`config.mk`:
```
export PLATFORM = sky130hd
export DESIGN_NAME = xy2_100_rx
export DESIGN_NICKNAME = d
export VERILOG_FILES = /design/src/rtl/xy2_pkg.sv /design/src/rtl/xy2_sync_edge.sv /design/src/rtl/xy2_100_rx.sv
export SDC_FILE = /design/constraint.sdc
export NUM_CORES = 1
export LEC_CHECK = 0
export CAP_MARGIN = 40
export CORE_MARGIN = 4
export CORE_UTILIZATION = 58
export CTS_BUF_LIST = sky130_fd_sc_hd__clkbuf_4
export DETAILED_ROUTE_END_ITERATION = 7
export PLACE_DENSITY = 0.9
export SLEW_MARGIN = 20
export SYNTH_ARGS = -nofsm -noshare
export SYNTH_HDL_FRONTEND = slang
export SYNTH_SLANG_ARGS = --single-unit
```
`constraint.sdc`:
```
create_clock -name clk50m -period 3 [get_ports clk50m]
set_input_delay 0.45 -clock clk50m [delete_from_list [all_inputs] [get_ports clk50m]]
set_output_delay 0.45 -clock clk50m [all_outputs]
set_load 0.005 [all_outputs]
```
`src/rtl/xy2_pkg.sv`:
```
// Shared XY2-100 link constants and receiver state encoding.
// The on-chip transmitter uses the same frame geometry.
package xy2_pkg;

   localparam int FRAME_BITS = 20;
   localparam int DATA_BITS  = 16;
   localparam int CTRL_BITS  = 3;
   localparam int CNT_W      = 5;

   localparam logic [CTRL_BITS-1:0] CTRL_WD = 3'b001;

   typedef enum logic [1:0] {
      RX_IDLE,
      RX_RECV,
      RX_DONE,
      RX_RESYNC
   } rx_state_t;

   // Even parity over the whole frame: an even number of ones is good.
   function automatic logic par_even_ok(input logic [FRAME_BITS-1:0] word);
      return ~^word;
   endfunction

endpackage

```
`src/rtl/xy2_sync_edge.sv`:
```
// Two-flop synchronizer for the four link lines plus a sendck falling-edge strobe.
// The sync/data outputs are valid in the same cycle as smp_stb.
module xy2_sync_edge
   import xy2_pkg::*;
(
   input  logic clk50m,
   input  logic rst_n,
   input  logic sendck,
   input  logic sync,
   input  logic chl_x,
   input  logic chl_y,
   output logic sync_s,
   output logic x_s,
   output logic y_s,
   output logic smp_stb
);

   logic [3:0] meta_q;
   logic [3:0] stab_q;
   logic       sck_d_q;

   always_ff @(posedge clk50m or negedge rst_n) begin
      if (!rst_n) begin
         meta_q  <= '0;
         stab_q  <= '0;
         sck_d_q <= 1'b0;
      end else begin
         meta_q  <= {sendck, sync, chl_x, chl_y};
         stab_q  <= meta_q;
         sck_d_q <= stab_q[3];
      end
   end

   // Data lines share the clock line's latency, so they are sampled mid-bit.
   assign smp_stb = sck_d_q & ~stab_q[3];
   assign sync_s  = stab_q[2];
   assign x_s     = stab_q[1];
   assign y_s     = stab_q[0];

endmodule

```
`src/rtl/xy2_100_rx.sv`:
```
// XY2-100 galvo link receiver: deframes 20-bit X/Y words (ctrl, data, parity)
// and reports checked positions together with per-frame error status.
module xy2_100_rx
   import xy2_pkg::*;
#(
   parameter int                   TIMEOUT_CYC = 64,
   parameter logic [CTRL_BITS-1:0] CTRL_EXP    = CTRL_WD
)
(
   input  logic                 clk50m,
   input  logic                 rst_n,
   input  logic                 sendck,
   input  logic                 sync,
   input  logic                 chl_x,
   input  logic                 chl_y,
   output logic [DATA_BITS-1:0] x_data,
   output logic [DATA_BITS-1:0] y_data,
   output logic                 rx_valid,
   output logic                 rx_err,
   output logic                 par_err_x,
   output logic                 par_err_y,
   output logic                 ctrl_err,
   output logic                 frame_err,
   output logic                 rx_busy
);

   localparam int TW = $clog2(TIMEOUT_CYC);

   logic sync_s;
   logic x_s;
   logic y_s;
   logic smp_stb;

   rx_state_t state;
   rx_state_t state_n;

   logic [CNT_W-1:0]      bit_cnt;
   logic [FRAME_BITS-2:0] sr_x;
   logic [FRAME_BITS-2:0] sr_y;
   logic [FRAME_BITS-1:0] sx_n;
   logic [FRAME_BITS-1:0] sy_n;
   logic [TW-1:0]         timer;

   logic last_bit;
   logic tmo;
   logic start;
   logic shift_more;
   logic frame_end;
   logic abort;
   logic shift_en;

   logic x_par_bad;
   logic y_par_bad;
   logic ctrl_bad;
   logic any_bad;

   xy2_sync_edge u_sync_edge (
      .clk50m  (clk50m),
      .rst_n   (rst_n),
      .sendck  (sendck),
      .sync    (sync),
      .chl_x   (chl_x),
      .chl_y   (chl_y),
      .sync_s  (sync_s),
      .x_s     (x_s),
      .y_s     (y_s),
      .smp_stb (smp_stb)
   );

   // Only 19 bits of history are stored; the parity bit is the live sample.
   assign sx_n = {sr_x, x_s};
   assign sy_n = {sr_y, y_s};

   assign last_bit = (bit_cnt == CNT_W'(FRAME_BITS - 1));
   assign tmo      = (state == RX_RECV) && (timer == TW'(TIMEOUT_CYC - 1));

   assign x_par_bad = ~par_even_ok(sx_n);
   assign y_par_bad = ~par_even_ok(sy_n);
   assign ctrl_bad  = (sx_n[FRAME_BITS-1 -: CTRL_BITS] != CTRL_EXP) ||
                      (sy_n[FRAME_BITS-1 -: CTRL_BITS] != CTRL_EXP);
   assign any_bad   = x_par_bad | y_par_bad | ctrl_bad;

   always_ff @(posedge clk50m or negedge rst_n) begin
      if (!rst_n) begin
         state <= RX_IDLE;
      end else begin
         state <= state_n;
      end
   end

   always_comb begin
      state_n = state;
      case (state)
         RX_IDLE: begin
            if (smp_stb && sync_s) begin
               state_n = RX_RECV;
            end
         end
         RX_RECV: begin
            if (smp_stb) begin
               if (sync_s) begin
                  if (last_bit) begin
                     state_n = RX_RESYNC;
                  end
               end else if (last_bit) begin
                  state_n = RX_DONE;
               end else begin
                  state_n = RX_IDLE;
               end
            end else if (tmo) begin
               state_n = RX_IDLE;
            end
         end
         RX_DONE: begin
            if (smp_stb && sync_s) begin
               state_n = RX_RECV;
            end else begin
               state_n = RX_IDLE;
            end
         end
         RX_RESYNC: begin
            if (smp_stb && !sync_s) begin
               state_n = RX_IDLE;
            end
         end
         default: begin
            state_n = RX_IDLE;
         end
      endcase
   end

   always_comb begin
      start      = 1'b0;
      shift_more = 1'b0;
      frame_end  = 1'b0;
      abort      = 1'b0;
      rx_busy    = (state != RX_IDLE);
      case (state)
         RX_IDLE, RX_DONE: begin
            start = smp_stb & sync_s;
         end
         RX_RECV: begin
            if (smp_stb) begin
               if (sync_s) begin
                  abort      = last_bit;
                  shift_more = ~last_bit;
               end else begin
                  frame_end = last_bit;
                  abort     = ~last_bit;
               end
            end else begin
               abort = tmo;
            end
         end
         default: begin
            start = 1'b0;
         end
      endcase
      shift_en = start | shift_more | frame_end;
   end

   always_ff @(posedge clk50m or negedge rst_n) begin
      if (!rst_n) begin
         sr_x    <= '0;
         sr_y    <= '0;
         bit_cnt <= '0;
      end else begin
         if (shift_en) begin
            sr_x <= sx_n[FRAME_BITS-2:0];
            sr_y <= sy_n[FRAME_BITS-2:0];
         end
         if (start) begin
            bit_cnt <= CNT_W'(1);
         end else if (shift_more) begin
            bit_cnt <= bit_cnt + CNT_W'(1);
         end else if (frame_end || abort) begin
            bit_cnt <= '0;
         end
      end
   end

   // Timer reads 1 in the cycle after a sample event, so an abort lands
   // TIMEOUT_CYC cycles after the last one.
   always_ff @(posedge clk50m or negedge rst_n) begin
      if (!rst_n) begin
         timer <= '0;
      end else if (smp_stb) begin
         timer <= TW'(1);
      end else if (state == RX_RECV) begin
         timer <= timer + TW'(1);
      end else begin
         timer <= '0;
      end
   end

   always_ff @(posedge clk50m or negedge rst_n) begin
      if (!rst_n) begin
         x_data    <= '0;
         y_data    <= '0;
         rx_valid  <= 1'b0;
         rx_err    <= 1'b0;
         par_err_x <= 1'b0;
         par_err_y <= 1'b0;
         ctrl_err  <= 1'b0;
         frame_err <= 1'b0;
      end else if (frame_end) begin
         x_data    <= sx_n[DATA_BITS:1];
         y_data    <= sy_n[DATA_BITS:1];
         par_err_x <= x_par_bad;
         par_err_y <= y_par_bad;
         ctrl_err  <= ctrl_bad;
         frame_err <= 1'b0;
         rx_valid  <= ~any_bad;
         rx_err    <= any_bad;
      end else if (abort) begin
         par_err_x <= 1'b0;
         par_err_y <= 1'b0;
         ctrl_err  <= 1'b0;
         frame_err <= 1'b1;
         rx_valid  <= 1'b0;
         rx_err    <= 1'b1;
      end else begin
         rx_valid <= 1'b0;
         rx_err   <= 1'b0;
      end
   end

endmodule
```
==> run summary, run 1 <==
The run finished, with violations left. The final reports fail on negative hold slack. Setup violations remaining at the end of the flow were counted as 0. The run gives 2366 as the total via count after detailed routing. The count of pins on the block boundary was 45. After detailed routing, the number of remaining DRC violations is 0. Total routing resource utilization after global routing: 17.6%. The sequential cells in the finished layout cover a total of 0.00245 mm². The final worst-path cycle share is 79.1%, and the count of buffers from port buffering is 44. The layout has 489 filler cells. Prior to clock tree synthesis, the placed netlist has a worst setup slack of 0.660 ns.

The post-cts gate resize count is 0, and the number of maximum-capacitance constraint violations is 0. Counting along the longest clock path gives a buffer depth of 2. Routability-driven placement finished with a final weighted congestion of 0.813.

The critical-path cell with the highest stage delay was sky130_fd_sc_hd__dfrtp_1. Counting the buffers created by CTS gives 9. The peak supply drop was 327 µV; the final critical path time including I/O delays and setup was 2.37 ns. Number of antenna violations at the first check in global routing: 0. The run gives 36 as the count of distinct cell types in the synthesized netlist. The net count of the mapped netlist is 303. In this run the power density over the cells is 625 mW/mm². The logs give -0.0113 ns for the hold slack and 0.00853 mm² for the area of the die.

The clock latency on the worst-skew pair came out at 0.43 ns. Hold repair after CTS inserted 0 buffers. In this run the remaining antenna-violating nets after routing total 0.

Number of global-route vias before repair: 2470. The multi-input logic area was 0.00163 mm²; the worst path buffer plus inverter count was 2. Setup slack closes at 0.627 ns.

The total number of yosys warnings was 0. Buffer type at the clock tree root: sky130_fd_sc_hd__clkbuf_4. The detailed-route wire length per cell is 15.3 µm, and the number of H-tree branching levels is 3. The worst setup path is launched from a register. Synthesis produced a netlist whose cell count is 292. The run gives 63 as the first-iteration detailed-routing DRC count.

The per-cell via count in the routed design is 5.34, and the sequential cell area fraction in the yosys report is 59.4%. Setup repair after global routing left no endpoint under its margin. Headroom to the max-slew limit came out at 60.3%. In the synthesized netlist the dominant register cell turns out to be sky130_fd_sc_hd__dfrtp_1.

The clock net in this run drives a total of 98 sinks. After the flow finishes, the layout carries non-filler instances totaling 443. The max-slew violation count was 0. The classification of the worst-slack hold path was input pin to asynchronous set/reset pin. Compared with the post-synthesis result, the final layout area differs by 16.6%.

The tools report the number of hold-slack violations in the final timing report as 2. The family with the most delay on the worst path is adder cells. The largest incremental delay on the critical path came out at 0.43 ns. In this run the number of cells on the critical path is 9. After legalization and detailed placement, the total HPWL measured 4.73 mm. For this configuration, the core starts out at a cell density of 60.1%. The net count reported at finish was 353.

The logs give 30 for the count of standard-cell rows and 6.77 mm for the post-detailed-routing wire length. For the data arrival time of the critical path, the log shows 2.70 ns. A synthesized cell averages 14.1 µm².

Static timing analysis puts the maximum clock frequency at 421 MHz. Setup fix buffers added after clock tree synthesis: 0. The height of the chip came out at 92.4 µm. The largest fanout on the critical path is 38. After synthesis, the share of flip-flops with an asynchronous set or reset is 100%. Traced cell by cell, the critical path runs through ha_1, nand4bb_1, inv_1, ha_1, nor2_1, nor2_1, o21ai_4, buf_4, mux2_2.

After synthesis the netlist holds a flip-flop and latch count of 98. TritonCTS built the clock tree. For this run the aggregate overflow at the end of global routing stands at 0. Number of cells on the worst reg-to-reg path: 9.

At the pin with the least slew margin, the transition time is 0.596 ns. The analysis attributes to cell leakage a power of 0.00227 µW. Die boundary width: 92.4 µm. The worst setup path is captured at a register. Summed over all failing endpoints, the final setup total negative slack is 0 ns. The mapped netlist covers 0.00413 mm². The number of enable-type register cells in the synthesized netlist is 0, and the total inserted antenna cells is 0.

For this run, the detailed router's first-pass iteration total came to 4. The tools report the utilization after layout as 70.1%. The worst setup path is of the register to register kind. Clock skew: 0.0176 ns. After floorplanning, the core was sized to cover 0.00687 mm². After detailed placement, the design holds a cell count of 427.

Entering global routing, the biggest net connects 53 pins. The fraction of final layout cells sized beyond drive strength 1 works out to 27.4%. The worst path required time came out at 3.33 ns.

The global-route wire length before repair was 11.8 mm. The clock-pin transition on the worst setup and hold timing paths was 0.14 ns; the final total power was 3010 µW.
path summary, 6_finish.rpt:
check / start / slack, ns / end
min: rst_n / -0.01 / y_data[4]
min reg2reg: u_sync_edge.meta_q[1] / 0.37 / u_sync_edge.stab_q[1]
max in group asynchronous: rst_n / 2.34 / sr_y[16]
max reg2reg: bit_cnt[0] / 0.63 / sr_x[7]
max: bit_cnt[0] / 0.63 / sr_x[7]
min in group clk50m: u_sync_edge.meta_q[1] / 0.37 / u_sync_edge.stab_q[1]
worst register-to-register path, stage by stage, from the launching register on:
cell,delay [ns]
sky130_fd_sc_hd__dfrtp_1,0.43
sky130_fd_sc_hd__ha_1,0.25
sky130_fd_sc_hd__nand4bb_1,0.18
sky130_fd_sc_hd__inv_1,0.06
sky130_fd_sc_hd__ha_1,0.22
sky130_fd_sc_hd__nor2_1,0.11
sky130_fd_sc_hd__nor2_1,0.07
sky130_fd_sc_hd__o21ai_4,0.11
sky130_fd_sc_hd__buf_4,0.41
sky130_fd_sc_hd__mux2_2,0.43
through the flow:
step | area (µm²) | hold WS (ns)
floorplan | 4130 | 0.154
global placement | 4700 | 0.332
detailed placement | 4700 | 0.337
CTS | 4810 | 0.00255
global route | 4810 | 0.0269
finish | 4810 | -0.0113
registers in the layout, summed over array words and instances (netlist names):
register	count
sr_y	19
rx_valid	1
x_data	16
ctrl_err	1
rx_err	1
frame_err	1
u_sync_edge.stab_q	4
u_sync_edge.meta_q	4
state	2
sr_x	19
bit_cnt	5
par_err_x	1
par_err_y	1
timer	6
y_data	16
u_sync_edge.sck_d_q	1
Yosys cell counts, drive strengths merged (2+ instances only):
library cell / n / area share, %
nand4: 2 / 0.30
nor2b: 4 / 0.61
o21ai: 13 / 1.6
a21oi: 3 / 0.36
buf: 7 / 0.82
clkbuf: 2 / 0.18
a22o: 4 / 0.85
xnor3: 2 / 1.1
nand2b: 3 / 0.45
nand2: 5 / 0.45
dfrtp: 98 / 59
xor2: 7 / 1.5
nand3: 7 / 0.85
inv: 4 / 0.36
ha: 5 / 1.5
mux2: 70 / 19
and3: 2 / 0.30
xnor2: 31 / 6.8
nor2: 10 / 0.91
routing by layer:
metal	vias to the layer above	share of wire (%)	wire length, µm	global-route usage [%]
met5	-	0	0	0
li1	1123	-	-	-
met1	1188	45	3030	22.6
met3	11	2.8	193	3.17
met4	0	2.5	171	9.78
met2	44	50	3380	28.4
logic make-up after synthesis:
kind of cell	count (synthesis)	share of synthesized area, %
multiplexers	70	19.1
AND/OR/NAND/NOR	39	5.00
AO/OA/AOI/OAI	27	4.30
buffers and inverters	13	1.36
flip-flops	98	59.4
adder cells (fa/ha/maj)	5	1.51
XOR/XNOR	40	9.36
where the power goes:
| part | total [µW] | switching [µW] | internal, µW |
|---|---|---|---|
| Combinational | 832 | 364 | 468 |
| Sequential | 1580 | 139 | 1440 |
| Clock | 596 | 409 | 187 |
layout make-up:
cell class | instances | share of cell area [%]
inverters | 4 | 0.312
repair buffers | 48 | 9.98
clock inverters | 5 | 0.650
multi-input cells | 181 | 33.9
flip-flops and latches | 98 | 50.9
clock buffers | 11 | 1.72
well taps | 96 | 2.49
placed cells by master (no fill, tap or decap), types with 4 or more instances in the layout:
cell / instances
sky130_fd_sc_hd__buf_4: 4
sky130_fd_sc_hd__dfrtp_1: 98
sky130_fd_sc_hd__xnor2_1: 30
sky130_fd_sc_hd__nor2b_1: 4
sky130_fd_sc_hd__mux2_2: 70
sky130_fd_sc_hd__inv_1: 4
sky130_fd_sc_hd__nor2_1: 10
sky130_fd_sc_hd__clkdlybuf4s50_1: 43
sky130_fd_sc_hd__nand2_1: 5
sky130_fd_sc_hd__a22o_1: 4
sky130_fd_sc_hd__nand3_1: 7
sky130_fd_sc_hd__clkbuf_4: 11
sky130_fd_sc_hd__xor2_1: 7
sky130_fd_sc_hd__o21ai_0: 12
sky130_fd_sc_hd__ha_1: 5
(Power assumes the default switching activity.)
==> run 2, diff against run 1 <==
==> constraint.sdc (replaced) <==
create_clock -name clk50m -period 2.25 [get_ports clk50m]
set_input_delay 0.3375 -clock clk50m [delete_from_list [all_inputs] [get_ports clk50m]]
set_output_delay 0.3375 -clock clk50m [all_outputs]
set_load 0.005 [all_outputs]
==> run 2 against run 1 <==
Effect of this change:
- the flow now finishes without violations
- highest routed layer unchanged
- cell area up 4.5%
- sequential share of layout area decreased by 2.2 points
- sequential cell count unchanged
- clock skew shrank 0.0055 ns
- largest power group unchanged
- total power grew 42%
- count of clock-buffer cells in the layout is 2 lower
- critical path type unchanged
- wire length increased by 12%
==> run summary, run 2 (synthesis results as in run 1) <==
The fraction of final layout cells sized beyond drive strength 1 is 29.5% (+2.1 points), and the fmax is 455 MHz (+8.1%). For the area of the core, the log shows 0.00687 mm² (unchanged). The largest registers in the layout are sr_x (19), sr_y (19). The run gives 50 (-5.7%) as the pin count of the biggest net entering global routing. CTS placed an instance of sky130_fd_sc_hd__clkbuf_4 at the clock tree root. The synthesis-to-layout area growth came out at 21.9%. The worst setup path is of the register to register kind.

The run gives 0.43 ns (about the same) as the clock latency on the worst-skew pair. The number of cells in the finished layout apart from fillers is 452 (+2.0%), and the area of the die is 0.00853 mm² (unchanged). The logs give 0 (unchanged) for the number of routed nets with antenna violations and 4 (unchanged) for the number of iterations in the first detailed-routing pass. The first-iteration detailed-routing DRC count is 177 (+180%).

Data arrival time of the critical path: 2.53 ns (-0.17 ns). The tools report the post-detailed-routing wire length as 7.57 mm (+12%). The worst reg-to-reg setup slack was 0.05 ns (-0.57 ns). The tools report the clock skew as 0.0122 ns (-0.00549 ns).

The sum of net half-perimeters after detailed placement was 4.82 mm (+2.0%); the final setup violation count was 0 (unchanged). Peak supply drop: 474 µV (+45%). The worst-case clock buffer depth was 2 (unchanged); the total inserted antenna cells was 0 (unchanged). The run finished with clean final reports. The weighted congestion at the end of routability-driven global placement was 0.832 (+2.4%); the number of maximum-capacitance constraint violations was 0 (unchanged). The height of the chip was 92.4 µm (unchanged). The logs give 73.3% (+3.2 points) for the utilization after layout and 18.2% (+0.60 points) for the total routing resource utilization after global routing. Number of cells on the worst reg-to-reg path: 9 (unchanged). The tools report the total placed cells including tap cells as 428 (+0.23%). The relative slew slack was 58.6% (-1.6 points). For the final total power, the log shows 4270 µW (+42%). The number of global-route vias before repair is 2565 (+3.8%).

The worst hold path begins at sync. The worst setup path is launched from a register. Count of standard-cell rows: 30 (unchanged). The number of H-tree branching levels is 3 (unchanged).

The count of unresolved DRC violations after routing was 0 (unchanged); the number of hold-slack violations in the final timing report was 0 (-2). The largest fanout on the critical path came out at 9 (-76%). Number of antenna violations at the first check in global routing: 0 (unchanged). The global-route wire length before repair was 12.3 mm (+4.1%); the final worst-path cycle share was 97.6% (+18 points). The detailed-route wire length per cell was 16.7 µm (+9.5%); the clock-pin transition on the worst setup and hold timing paths was 0.14 ns (about the same).

The kind of capture point of the worst setup path was a register. The worst register-to-register path begins at bit_cnt[0]. The tools report the setup TNS as 0 ns (unchanged). The logs give 362 (+2.5%) for the net count reported at finish and 0 (unchanged) for the max-slew violation count. The tools report the total via count after detailed routing as 2463 (+4.1%). The slew at the pin closest to its max-slew limit was 0.621 ns (+0.0245 ns).

The path with the worst hold slack has its endpoint at u_sync_edge.meta_q[2]. The global route total overflow was 0 (unchanged); the worst hold path stage count was 1. The worst path required time is 2.58 ns (-0.75 ns), and the final critical path time including I/O delays and setup is 2.20 ns (-0.177 ns). TritonCTS built the clock tree.

The tightest min-delay check is of the input pin to register type. The CTS buffer count is 9 (unchanged), and the die boundary width is 92.4 µm (unchanged). The tools report the count of clock tree sinks as 98 (unchanged).

Critical register-to-register path endpoint: sr_y[12]. The leakage power summed over all cells is 0.00237 µW (+4.2%). Most frequent standard cell in the layout excluding fill and tap cells: sky130_fd_sc_hd__dfrtp_1. The count of pins on the block boundary was 45 (unchanged). The total power per unit cell area is 849 mW/mm² (+36%). The count of buffers from port buffering is 44 (unchanged). The run gives 60.1% (unchanged) as the initial core utilization. The top cell types in the final layout, fill and taps aside, are sky130_fd_sc_hd__dfrtp_1 (98), sky130_fd_sc_hd__mux2_2 (70), sky130_fd_sc_hd__clkdlybuf4s50_1 (43). The per-cell via count in the routed design came out at 5.45 (+2.0%).
## run 2: cell count changes in the layout (fill, tap and decap cells not counted), sizes merged
cell / delta
buf: +6
bufinv: +2
dlygate4sd3: +1
## run 2: per-layer routing
layer	up-vias	wire length, µm	GRT usage, %
li1	1143	-	-
met1	1257	3300	23.9
met2	51	3950	29.8
met3	12	219	3.25
met4	0	104	8.17
met5	-	0	0
## run 2: stage by stage
step | area [µm²] | hold WS [ns] | setup slack [ns]
after floorplan | 4130 | 0.0419 | 0.0445
after global placement | 4730 | 0.331 | 0.161
after detailed placement | 4730 | 0.335 | 0.0342
after CTS | 4900 | 0.296 | 0.00156
after global routing | 5030 | 0.282 | -0.0537
final | 5030 | 0.324 | 0.0543
## run 2: final cells by class
cell class	instances	area, µm²
Clock buffer	9	67.6
Clock inverter	7	93.8
Fill cell	442	1840
Inverter	4	15.0
Multi-Input combinational cell	181	1650
Sequential cell	98	2450
Tap cell	96	120
Timing Repair Buffer	57	631
## run 2: report_power, final
| group | switching (µW) | leakage, µW | internal, µW |
|---|---|---|---|
| combinational | 498 | 0.000964 | 652 |
| sequential | 184 | 0.00132 | 1920 |
| clock | 567 | 0.0000835 | 449 |
## run 2: worst max-delay path by stage
stage	start	end	slack, ns	depth (start not counted)
2_1_floorplan	bit_cnt[0]	sr_x[0]	0.04	10
4_1_cts	bit_cnt[0]	sr_y[11]	0.002	9
5_1_grt	bit_cnt[0]	bit_cnt[2]	-0.05	9
3_5_place_dp	bit_cnt[0]	sr_y[11]	0.03	9
6_report	bit_cnt[0]	sr_y[12]	0.05	9
3_3_place_gp	bit_cnt[0]	sr_y[12]	0.16	9
## run 2: worst max-delay path, cell delays in order, from the launching register on
cell and delay [ns]:
sky130_fd_sc_hd__dfrtp_1 0.44, sky130_fd_sc_hd__ha_2 0.26, sky130_fd_sc_hd__nand4bb_4 0.15, sky130_fd_sc_hd__ha_2 0.22, sky130_fd_sc_hd__nor2_1 0.12, sky130_fd_sc_hd__nor2_1 0.09
sky130_fd_sc_hd__o21ai_4 0.17, sky130_fd_sc_hd__buf_12 0.15, sky130_fd_sc_hd__buf_6 0.15, sky130_fd_sc_hd__mux2_2 0.35
## run 2: repair_timing
item,in CTS,in global routing
hold buffers,1,0
endpoints found under the setup margin,0,41
setup buffers,0,3
resized for setup,0,3
hold endpoints to repair,47,0
==> run 3, diff against run 2 <==
--- a/config.mk
+++ b/config.mk
@@ -10,7 +10,7 @@
 export CORE_UTILIZATION = 58
 export CTS_BUF_LIST = sky130_fd_sc_hd__clkbuf_4
 export DETAILED_ROUTE_END_ITERATION = 7
-export PLACE_DENSITY = 0.9
+export PLACE_DENSITY = 0.83
 export SLEW_MARGIN = 20
 export SYNTH_ARGS = -nofsm -noshare
 export SYNTH_HDL_FRONTEND = slang
==> run 3 against run 2 <==
Effect of this change:
- non-clock buffer count is 2 higher
- combinational power about the same
- sequential share of layout area shrank 0.17 points
- largest power group unchanged
- first-iteration DRC count shrank 66%
==> run summary, run 3 (synthesis results as in run 1) <==
STA classifies the critical path endpoint as a register. The fraction of final layout cells sized beyond drive strength 1 was 29.1% (-0.36 points). Total via count after detailed routing: 2393 (-2.8%). The global-route wire length before repair is 11.8 mm (-3.6%), and the setup TNS is 0 ns (unchanged). The per-cell via count in the routed design works out to 5.28 (-3.1%). The tools report the clock skew as 0.0175 ns (+0.00535 ns).

For the worst reg-to-reg setup slack, the log shows 0.07 ns (+0.02 ns). Leaving out fill and tap cells, the most frequent cell in the layout is sky130_fd_sc_hd__dfrtp_1. The setup path with the least slack is of type register to register. The initial core utilization came out at 60.1% (unchanged). The worst slack after detailed placement is 0.0927 ns (+0.0585 ns), and the total power per unit cell area is 865 mW/mm² (+1.8%). The relative slew slack is 63.6% (+5.0 points), and the area of the die is 0.00853 mm² (unchanged). The critical register-to-register path endpoint was bit_cnt[1]. The worst-case clock buffer depth came out at 2 (unchanged). The data arrival time of the critical path is 2.49 ns (-0.04 ns), and the leakage power summed over all cells is 0.00238 µW (+0.57%).

The critical path starts at bit_cnt[0]. Max-slew violation count: 0 (unchanged). The die boundary width was 92.4 µm (unchanged). The tools report the capture point of the critical path as bit_cnt[1]. The run finished with clean final reports. The number of maximum-capacitance constraint violations was 0 (unchanged). The net count reported at finish was 364 (+0.55%); the number of iterations in the first detailed-routing pass was 4 (unchanged). The library cells used most frequently in the layout, excluding fill and tap cells, are sky130_fd_sc_hd__dfrtp_1 (98), sky130_fd_sc_hd__mux2_2 (70), sky130_fd_sc_hd__clkdlybuf4s50_1 (43).

The hold slack is 0.326 ns (+0.00151 ns), and the number of inserted filler cells in the final layout is 454 (+2.7%). The run gives 30 (unchanged) as the count of standard-cell rows. Final critical path time including I/O delays and setup: 2.18 ns (-0.0162 ns).

CTS buffer count: 9 (unchanged). The tools report the total routing resource utilization after global routing as 17.5% (-0.78 points). The tools report the post-detailed-routing wire length as 7.20 mm (-4.9%). The classification of the worst-slack hold path is input pin to register. The tools report the least setup slack across all paths after layout as 0.0705 ns (+0.0162 ns). The worst path required time is 2.56 ns (-0.02 ns), and the final total power is 4370 µW (+2.2%). The worst register-to-register path begins at bit_cnt[0].

The area of the core is 0.00687 mm² (unchanged), and the number of global-route vias before repair is 2555 (-0.39%). The run gives 0.00165 mm² (-0.38%) as the multi-input logic area. The clock-pin transition on the worst setup and hold timing paths came out at 0.14 ns (about the same). TritonCTS built the clock tree. The sum of net half-perimeters after detailed placement is 4.76 mm (-1.3%).

The weighted congestion at the end of routability-driven global placement was 0.842 (+1.2%). The largest fanout on the critical path was 5 (-4). The run gives 459 MHz (+0.74%) as the fmax. STA classifies the critical path startpoint as a register.

The logs give 0 (unchanged) for the global route total overflow and 38 (-24%) for the pin count of the biggest net entering global routing. The count of buffers from port buffering works out to 44 (unchanged). The total placed cells including tap cells was 430 (+0.47%); the detailed-route wire length per cell was 15.9 µm (-5.1%).

First-iteration detailed-routing DRC count: 61 (-66%). From synthesis to final layout, the design area changed by 22.3%. The clock latency on the worst-skew pair was 0.43 ns (about the same); the count of clock tree sinks was 98 (unchanged).

For the number of H-tree branching levels, the log shows 3 (unchanged). The number of cells on the worst reg-to-reg path works out to 10 (+1). In the final layout, the registers with the most flip-flops are sr_x (19), sr_y (19). The slew at the pin closest to its max-slew limit came out at 0.544 ns (-0.0765 ns). Final worst-path cycle share: 96.9% (-0.72 points). The tools report the final setup violation count as 0 (unchanged). The total inserted antenna cells was 0 (unchanged); the count of unresolved DRC violations after routing was 0 (unchanged). The number of routed nets with antenna violations is 0 (unchanged). The buffer type at the clock tree root was sky130_fd_sc_hd__clkbuf_4. The height of the chip is 92.4 µm (unchanged), and the number of antenna violations at the first check in global routing is 0 (unchanged). The logs give 507 µV (+7.1%) for the peak supply drop and 0.00245 mm² (unchanged) for the sequential cell area. The count of pins on the block boundary was 45 (unchanged); the number of hold-slack violations in the final timing report was 0 (unchanged).

The tools report the number of cells in the finished layout apart from fillers as 453 (+0.22%).
==> run 3: changes by cell type in the layout (fill, tap and decap cells not counted) <==
| cell | previous run | this run |
|---|---|---|
| sky130_fd_sc_hd__o21ai_0 | 12 | 11 |
| sky130_fd_sc_hd__buf_6 | 2 | 1 |
| sky130_fd_sc_hd__nand4bb_1 | 0 | 1 |
| sky130_fd_sc_hd__bufinv_16 | 2 | 3 |
| sky130_fd_sc_hd__nand4bb_4 | 1 | 0 |
| sky130_fd_sc_hd__buf_4 | 5 | 8 |
| sky130_fd_sc_hd__clkinv_4 | 2 | 1 |
| sky130_fd_sc_hd__clkinvlp_4 | 1 | 0 |
| sky130_fd_sc_hd__clkinv_2 | 1 | 0 |
| sky130_fd_sc_hd__o21ai_1 | 0 | 1 |
| sky130_fd_sc_hd__ha_2 | 2 | 1 |
| sky130_fd_sc_hd__clkinv_1 | 1 | 2 |
| sky130_fd_sc_hd__ha_4 | 0 | 1 |
==> run 3: layout make-up <==
cell class | instances | area share [%]
Multi-Input combinational cell | 181 | 32.6
Tap cell | 96 | 2.38
Clock inverter | 6 | 2.11
Sequential cell | 98 | 48.6
Timing Repair Buffer | 59 | 12.7
Clock buffer | 9 | 1.34
Inverter | 4 | 0.297
==> run 3: timing repair <==
action,CTS,global route
buffers inserted,0,4
endpoints found under the hold margin,35,0
gates resized for setup,0,4
setup endpoints to repair,0,41
hold buffers,1,0
==> run 3: layer usage <==
| metal | wire length [µm] | track usage [%] |
|---|---|---|
| met1 | 3210 | 23.2 |
| met2 | 3670 | 27.6 |
| met3 | 217 | 2.84 |
| met4 | 112 | 9.28 |
| met5 | 0 | 0 |
==> run 3: how the worst min path moves through the flow <==
stage	startpoint	to	slack (ns)	cells after the start
floorplan	rst_n	bit_cnt[0]	0.04	0
global placement	rst_n	timer[5]	0.32	1
detailed placement	rst_n	timer[5]	0.32	1
CTS	chl_x	u_sync_edge.meta_q[1]	0.29	1
global route	chl_x	u_sync_edge.meta_q[1]	0.29	1
finish	chl_x	u_sync_edge.meta_q[1]	0.33	1
==> run 3: critical path: stages (launching register included) <==
cell and delay (ns):
sky130_fd_sc_hd__dfrtp_1 0.46, sky130_fd_sc_hd__ha_4 0.18, sky130_fd_sc_hd__nand4bb_1 0.18, sky130_fd_sc_hd__buf_4 0.19, sky130_fd_sc_hd__ha_1 0.29, sky130_fd_sc_hd__nand2b_1 0.11
sky130_fd_sc_hd__o21ai_0 0.08, sky130_fd_sc_hd__a22o_1 0.27, sky130_fd_sc_hd__buf_4 0.16, sky130_fd_sc_hd__nand2_1 0.07, sky130_fd_sc_hd__o21ai_0 0.09
==> run 3: report_power, final <==
part           internal (µW)  total, µW  switching, µW
combinational            652       1150            497
sequential              1920       2120            194
clock                    552       1100            548
==> run 3: metrics by stage <==
stage	area, µm²	utilization [%]
3_3_place_gp	4750	69.1
6_report	5050	73.5
3_5_place_dp	4750	69.1
2_1_floorplan	4130	-
4_1_cts	4930	71.8
5_1_grt	5050	73.5
==> RTL change 1: new RTL, flow settings as in run 1 <==
Change the package constant `CTRL_BITS` from 3 to 6.
--- a/src/rtl/xy2_pkg.sv
+++ b/src/rtl/xy2_pkg.sv
@@ -4,7 +4,7 @@
 
    localparam int FRAME_BITS = 20;
    localparam int DATA_BITS  = 16;
-   localparam int CTRL_BITS  = 3;
+   localparam int CTRL_BITS  = 6;
    localparam int CNT_W      = 5;
 
    localparam logic [CTRL_BITS-1:0] CTRL_WD = 3'b001;
Behaviour: no difference found for any inputs over 10 cycles, from zero or initial values and one cycle with rst_n low; that may be too few to reach the edited logic, so the function may still have changed.
==> RTL change 1 against run 1 <==
Total power is 0.87% higher; final cell count grew 17%; critical path depth unchanged; sequential cell count stayed put; clock power is 12% higher; setup slack got worse by 42 ps; design area rose by 0.70%; clock skew decreased by 7.6 ps; routed wire length up 15%; synthesized cell count rose by 28%; synthesized area up 0.91%; critical path type unchanged; critical endpoint is now sr_x[3]; largest power group unchanged; highest routed layer unchanged.
==> RTL change 1: results (changes against run 1) <==
----------------------------------------------------
[Setup path]
  Arrival time at the worst endpoint ... 2750 ps (+50 ps)
  Cell with the largest stage delay on the worst path ... dfrtp_1
  Max Fanout on Critical Path ... 46 (+21%)
  Max incr delay on CP ... between 400 and 500 ps
  Cell type group with the largest total delay on the critical path ... buffers and inverters

[Clock tree]
  Clock root buffer master ... clkbuf_4
  Depth of the CTS H-tree ... 3 (unchanged)
  Post-CTS Setup Inserts ... 0 (unchanged)
  Clock Pin Slew Worst Setup and Hold Paths ... 130 ps
  Clock Latency Late Sink ... 450 ps (+20 ps)
  CTS hold repair buffers ... 0 (unchanged)
  Clock buffer count from CTS ... 9 (unchanged)
  Number of buffers on the longest clock path ... 2 (unchanged)
  # resized after CTS ... 0 (unchanged)

[Placement]
  Half-perimeter wire length after detailed placement ... 5.153 mm (+9.0%)
  Buffers added on ports ... 44 (unchanged)
  Total placed instance area ... 0.004722 mm^2 (+0.45%)
  Routability congestion estimate from global placement ... 0.8580 (+5.5%)

[Layout]
  Number of diodes ... 0 (unchanged)
  Final-stage net count ... 435 (+23%)
  Share of final-layout standard cells stronger than drive strength 1 ... 12.80% (-15 points)
  FILL cells ... 493 (+0.82%)
  Biggest registers after layout ... sr_x: 19 flops, sr_y: 19 flops

[Power]
  Leakage Power ... 2.328 nW (+2.5%)
  Worst IR Drop VDD ... 0.0003559 V (+8.9%)

[Routing]
  Routed wire length per instance ... 15.02 um (-1.8%)
  Detailed-route via count ... 2,705 (+14%)
  Violation count after the first detailed-routing iteration ... 124 (+97%)
  First-pass iteration count of the detailed router ... 4 (unchanged)

[Worst hold path]
  Hold Crit Class ... input pin to async pin

[Global route]
  Number of global-route vias before repair ... 2,781 (+13%)
  Routing usage on met1 ... 25.81% (+3.2 points)
  Global Route met3 Usage ... 5.605% (+2.4 points)
  Largest net degree at the start of global routing ... 99 (+87%)
  Met2 track demand over resource ... 30.77% (+2.4 points)
  Wire length of the first global-routing pass ... 13.24 mm (+12%)
  Initial antenna violation count ... 0 (unchanged)
  Total Routing Usage GR ... 19.54% (+1.9 points)

[Logic synthesis]
  Most frequently used flop master after synthesis ... dfrtp_1
  Top area cells in the synthesized netlist ... dfrtp_1 59%, nand2_1 9.2%, mux2_2 8.4%
  Count of different cell masters after synthesis ... 37 (+2.8%)
  YS warnings ... 0 (unchanged)
  Most frequent cells after synthesis ... 102 x nand2_1, 98 x dfrtp_1, 31 x mux2_2
  Post-synth net total ... 390 (+29%)
  Proportion of synthesized chip area in sequential cells ... 58.84% (-0.53 points)
  Async set or reset register ratio after synthesis ... 100.0% (unchanged)

[Run status]
  Run status ... finished, final reports clean

[Timing]
  Worst clock skew ... 10.07 ps (-7.571 ps)
  Headroom to the max-slew limit ... 56.96% (-3.3 points)

----------------------------------------------------
==> RTL change 1: cell count changes in the layout (fill, tap and decap cells not counted), moves of 2 or more <==
cell     change
mux2_2      -39
inv_1        +8
nor2_1       -2
nand3_1      +2
nand2_1     +97
a22o_1       -2
and3_1       +2
o21ai_0     +10
ha_1         +6
xnor2_1      -5
==> RTL change 1: final cells by class <==
| class | count | area (um^2) | share of cell area (%) |
|---|---|---|---|
| Clock inverter | 4 | 43.79 | 0.9032 |
| Tap cell | 96 | 120.1 | 2.477 |
| Timing Repair Buffer | 48 | 493.0 | 10.17 |
| Clock buffer | 11 | 82.58 | 1.703 |
| Sequential cell | 98 | 2452 | 50.58 |
| Inverter | 12 | 45.04 | 0.9290 |
| Multi-Input combinational cell | 249 | 1612 | 33.24 |
==> RTL change 1: where the power goes <==
part	switching [mW]	internal, mW
Sequential	0.145	1.44
Combinational	0.365	0.416
Clock	0.406	0.264
==> RTL change 1: layer usage <==
layer	vias to the layer above	wire length, um
li1	1311	-
met1	1314	3569
met2	64	3714
met3	16	343
met4	0	150
met5	-	0
==> RTL change 1: worst paths after layout <==
| kind | from | end | slack, ps | cells past startpoint |
|---|---|---|---|---|
| worst min register to register | u_sync_edge.meta_q[0] | u_sync_edge.stab_q[0] | 360 | 0 |
| worst max register to register | bit_cnt[0] | sr_x[3] | 580 | 9 |
| worst max-delay path | bit_cnt[0] | sr_x[3] | 580 | 9 |
| min in group clk50m | u_sync_edge.meta_q[0] | u_sync_edge.stab_q[0] | 360 | 0 |
| max in group asynchronous | rst_n | y_data[11] | 2590 | 2 |
| worst min-delay path | rst_n | timer[5] | 20 | 2 |
==> RTL change 1: cell families (layout without fill, tap and decap cells) <==
| kind of cell | Yosys count | count (layout) | synth area share [%] |
|---|---|---|---|
| and+or+nand+nor | 134 | 134 | 13.21 |
| AOI/OAI and AO/OA | 38 | 38 | 5.735 |
| adders and majority gates | 11 | 11 | 3.302 |
| muxes | 31 | 31 | 8.376 |
| buffers and inverters | 26 | 75 | 2.492 |
| DFF | 98 | 98 | 58.84 |
| xor gates and xnor gates | 35 | 35 | 8.046 |
==> RTL change 1: stage by stage <==
step	hold WS [ps]	cells	power, mW	setup slack, ps	utilization [%]
6_report	21.36	518	3.036	584.8	70.58
5_1_grt	47.23	518	3.192	454.0	70.58
2_1_floorplan	154.4	373	2.173	895.7	-
3_3_place_gp	334.8	503	2.316	796.0	68.74
4_1_cts	42.07	518	3.054	616.4	70.58
3_5_place_dp	334.7	503	2.364	636.7	68.74
==> RTL change 1: worst reg2reg max path: stages, from the launching register on <==
cell,delay (ps)
dfrtp_1,440
ha_1,250
nand3_1,160
inv_1,80
ha_1,240
nor2_1,110
o21ai_0,90
nand2_1,100
buf_4,440
mux2_2,420
==> RTL change 2: new RTL, config.mk and constraints of run 1 <==
Made on the original files. Reset style: synchronous (`rst_n`), changed in 5 clocked blocks.
--- a/src/rtl/xy2_sync_edge.sv
+++ b/src/rtl/xy2_sync_edge.sv
@@ -19,7 +19,7 @@
    logic [3:0] stab_q;
    logic       sck_d_q;
 
-   always_ff @(posedge clk50m or negedge rst_n) begin
+   always_ff @(posedge clk50m) begin
       if (!rst_n) begin
          meta_q  <= '0;
          stab_q  <= '0;
--- a/src/rtl/xy2_100_rx.sv
+++ b/src/rtl/xy2_100_rx.sv
@@ -80,7 +80,7 @@
                       (sy_n[FRAME_BITS-1 -: CTRL_BITS] != CTRL_EXP);
    assign any_bad   = x_par_bad | y_par_bad | ctrl_bad;
 
-   always_ff @(posedge clk50m or negedge rst_n) begin
+   always_ff @(posedge clk50m) begin
       if (!rst_n) begin
          state <= RX_IDLE;
       end else begin
@@ -159,7 +159,7 @@
       shift_en = start | shift_more | frame_end;
    end
 
-   always_ff @(posedge clk50m or negedge rst_n) begin
+   always_ff @(posedge clk50m) begin
       if (!rst_n) begin
          sr_x    <= '0;
          sr_y    <= '0;
@@ -181,7 +181,7 @@
 
    // Timer reads 1 in the cycle after a sample event, so an abort lands
    // TIMEOUT_CYC cycles after the last one.
-   always_ff @(posedge clk50m or negedge rst_n) begin
+   always_ff @(posedge clk50m) begin
       if (!rst_n) begin
          timer <= '0;
       end else if (smp_stb) begin
@@ -193,7 +193,7 @@
       end
    end
 
-   always_ff @(posedge clk50m or negedge rst_n) begin
+   always_ff @(posedge clk50m) begin
       if (!rst_n) begin
          x_data    <= '0;
          y_data    <= '0;
Function: differs if rst_n is asserted again (counterexample within 10 cycles, from zero or initial values and one cycle with rst_n low); with rst_n held inactive, the same outputs for 10 cycles.
==> RTL change 2 against run 1 <==
Highest routed layer unchanged; design area shrank 2.6%; routed wire length increased by 10%; setup slack worse by 77 ps; fmax shrank 3.2%; synthesized area down 1.3%; sequential share of layout area decreased by 9.1 points; core utilization decreased by 1.1 points; sequential cell count stayed put; largest cell class is now multi-input gates.
Power is not compared: it rests on default switching activity, and its combinational part moved more than twofold at a synthesized area within 25%.
==> RTL change 2: results (changes against run 1) <==
----------------------------------------------------
[Logic synthesis]
  Proportion of synthesized chip area in sequential cells ... 48.13% (-11 points)
  Most frequently used flop master after synthesis ... dfxtp_1
  Async set or reset register ratio after synthesis ... 0% (-100 points)
  Top area cells in the synthesized netlist ... dfxtp_1 48%, nand2_1 14%, a21boi_0 14%
  Post-synth net total ... 486 (+60%)
  Count of different cell masters after synthesis ... 32 (-11%)
  YS warnings ... 0 (unchanged)

[Routing]
  Via density per instance ... 5.119 (-4.2%)
  Violation count after the first detailed-routing iteration ... 141 (+120%)

[Setup path]
  Arrival time at the worst endpoint ... 2790 ps (+90 ps)
  Reg-to-Reg Start ... bit_cnt[0]
  Length in cells of the worst reg-to-reg path ... 10 (+1)
  Slack of the worst reg-to-reg path ... 550 ps (-80 ps)
  Critical R2R Capture ... sr_y[18]

[Global route]
  Wire length of the first global-routing pass ... 12.83 mm (+8.7%)
  Total Routing Usage GR ... 18.75% (+1.1 points)
  Number of global-route vias before repair ... 2,977 (+21%)

[Timing]
  Worst clock skew ... 14.45 ps (-3.193 ps)
  Headroom to the max-slew limit ... 52.38% (-7.9 points)
  Hold slack final ... 444.9 ps (+456.2 ps)

[Layout]
  Final-stage net count ... 518 (+47%)
  FILL cells ... 557 (+14%)
  Share of final-layout standard cells stronger than drive strength 1 ... 5.284% (-22 points)

[Clock tree]
  Depth of the CTS H-tree ... 3 (unchanged)

[Worst hold path]
  Hold Crit Class ... flop to flop

[Placement]
  Routability congestion estimate from global placement ... 0.8302 (+2.1%)

[Run status]
  Run status ... finished, final reports clean

----------------------------------------------------
[RTL change 2: power breakdown]
group | internal (mW) | switching [mW]
registers | 1.31 | 0.00325
logic | 0.0266 | 0.0263
clock network | 0.264 | 0.398
total | 1.60 | 0.428
[RTL change 2: stage by stage]
stage               power [mW]  setup slack, ps  instances  instance area (um^2)
floorplan                1.379            759.9        475                  4076
global placement         1.390            758.6        592                  4563
detailed placement       1.393            587.0        592                  4563
CTS                      2.047            540.9        607                  4690
global route             2.111            255.0        607                  4690
finish                   2.026            549.9        607                  4690
[RTL change 2: layout make-up]
cell class	count	share of cell area (%)
multi-input combinational	345	42.50
inverter	4	0.3202
timing repair buffer	49	10.09
clock buffer	11	1.761
tap	96	2.561
clock inverter	4	0.9338
sequential	98	41.84
[RTL change 2: worst max-delay path by stage]
stage,from,endpoint,cells past startpoint
2_1_floorplan,bit_cnt[0],sr_x[0],11
5_1_grt,bit_cnt[0],bit_cnt[2],8
6_report,bit_cnt[0],sr_y[18],10
3_3_place_gp,bit_cnt[0],bit_cnt[2],8
4_1_cts,bit_cnt[0],sr_y[18],10
3_5_place_dp,bit_cnt[0],sr_y[18],10
[RTL change 2: logic make-up after synthesis]
group	synth area share, %
XOR/XNOR	9.085
AO/OA/AOI/OAI	16.79
AND/OR/NAND/NOR	21.39
buffers and inverters	3.069
adder cells (fa/ha/maj)	1.535
flip-flops	48.13
[RTL change 2: critical path: stages, from the launching register on]
cell and delay (ps):
dfxtp_1 390, ha_1 200, nor2b_1 180, nand3b_1 180, ha_1 280, o21ai_0 300, nand2_1 90, nand2_1 70
buf_4 340, nand2_1 110, a21boi_0 220
[RTL change 2: metal layers]
layer | vias up | GRT usage [%] | routed length [um] | share of wire (%)
li1 | 1602 | - | - | -
met1 | 1434 | 21.11 | 3356 | 45
met2 | 55 | 33.66 | 3680 | 49
met3 | 16 | 3.199 | 243 | 3.3
met4 | 0 | 9.901 | 183 | 2.5
met5 | - | 0 | 0 | 0
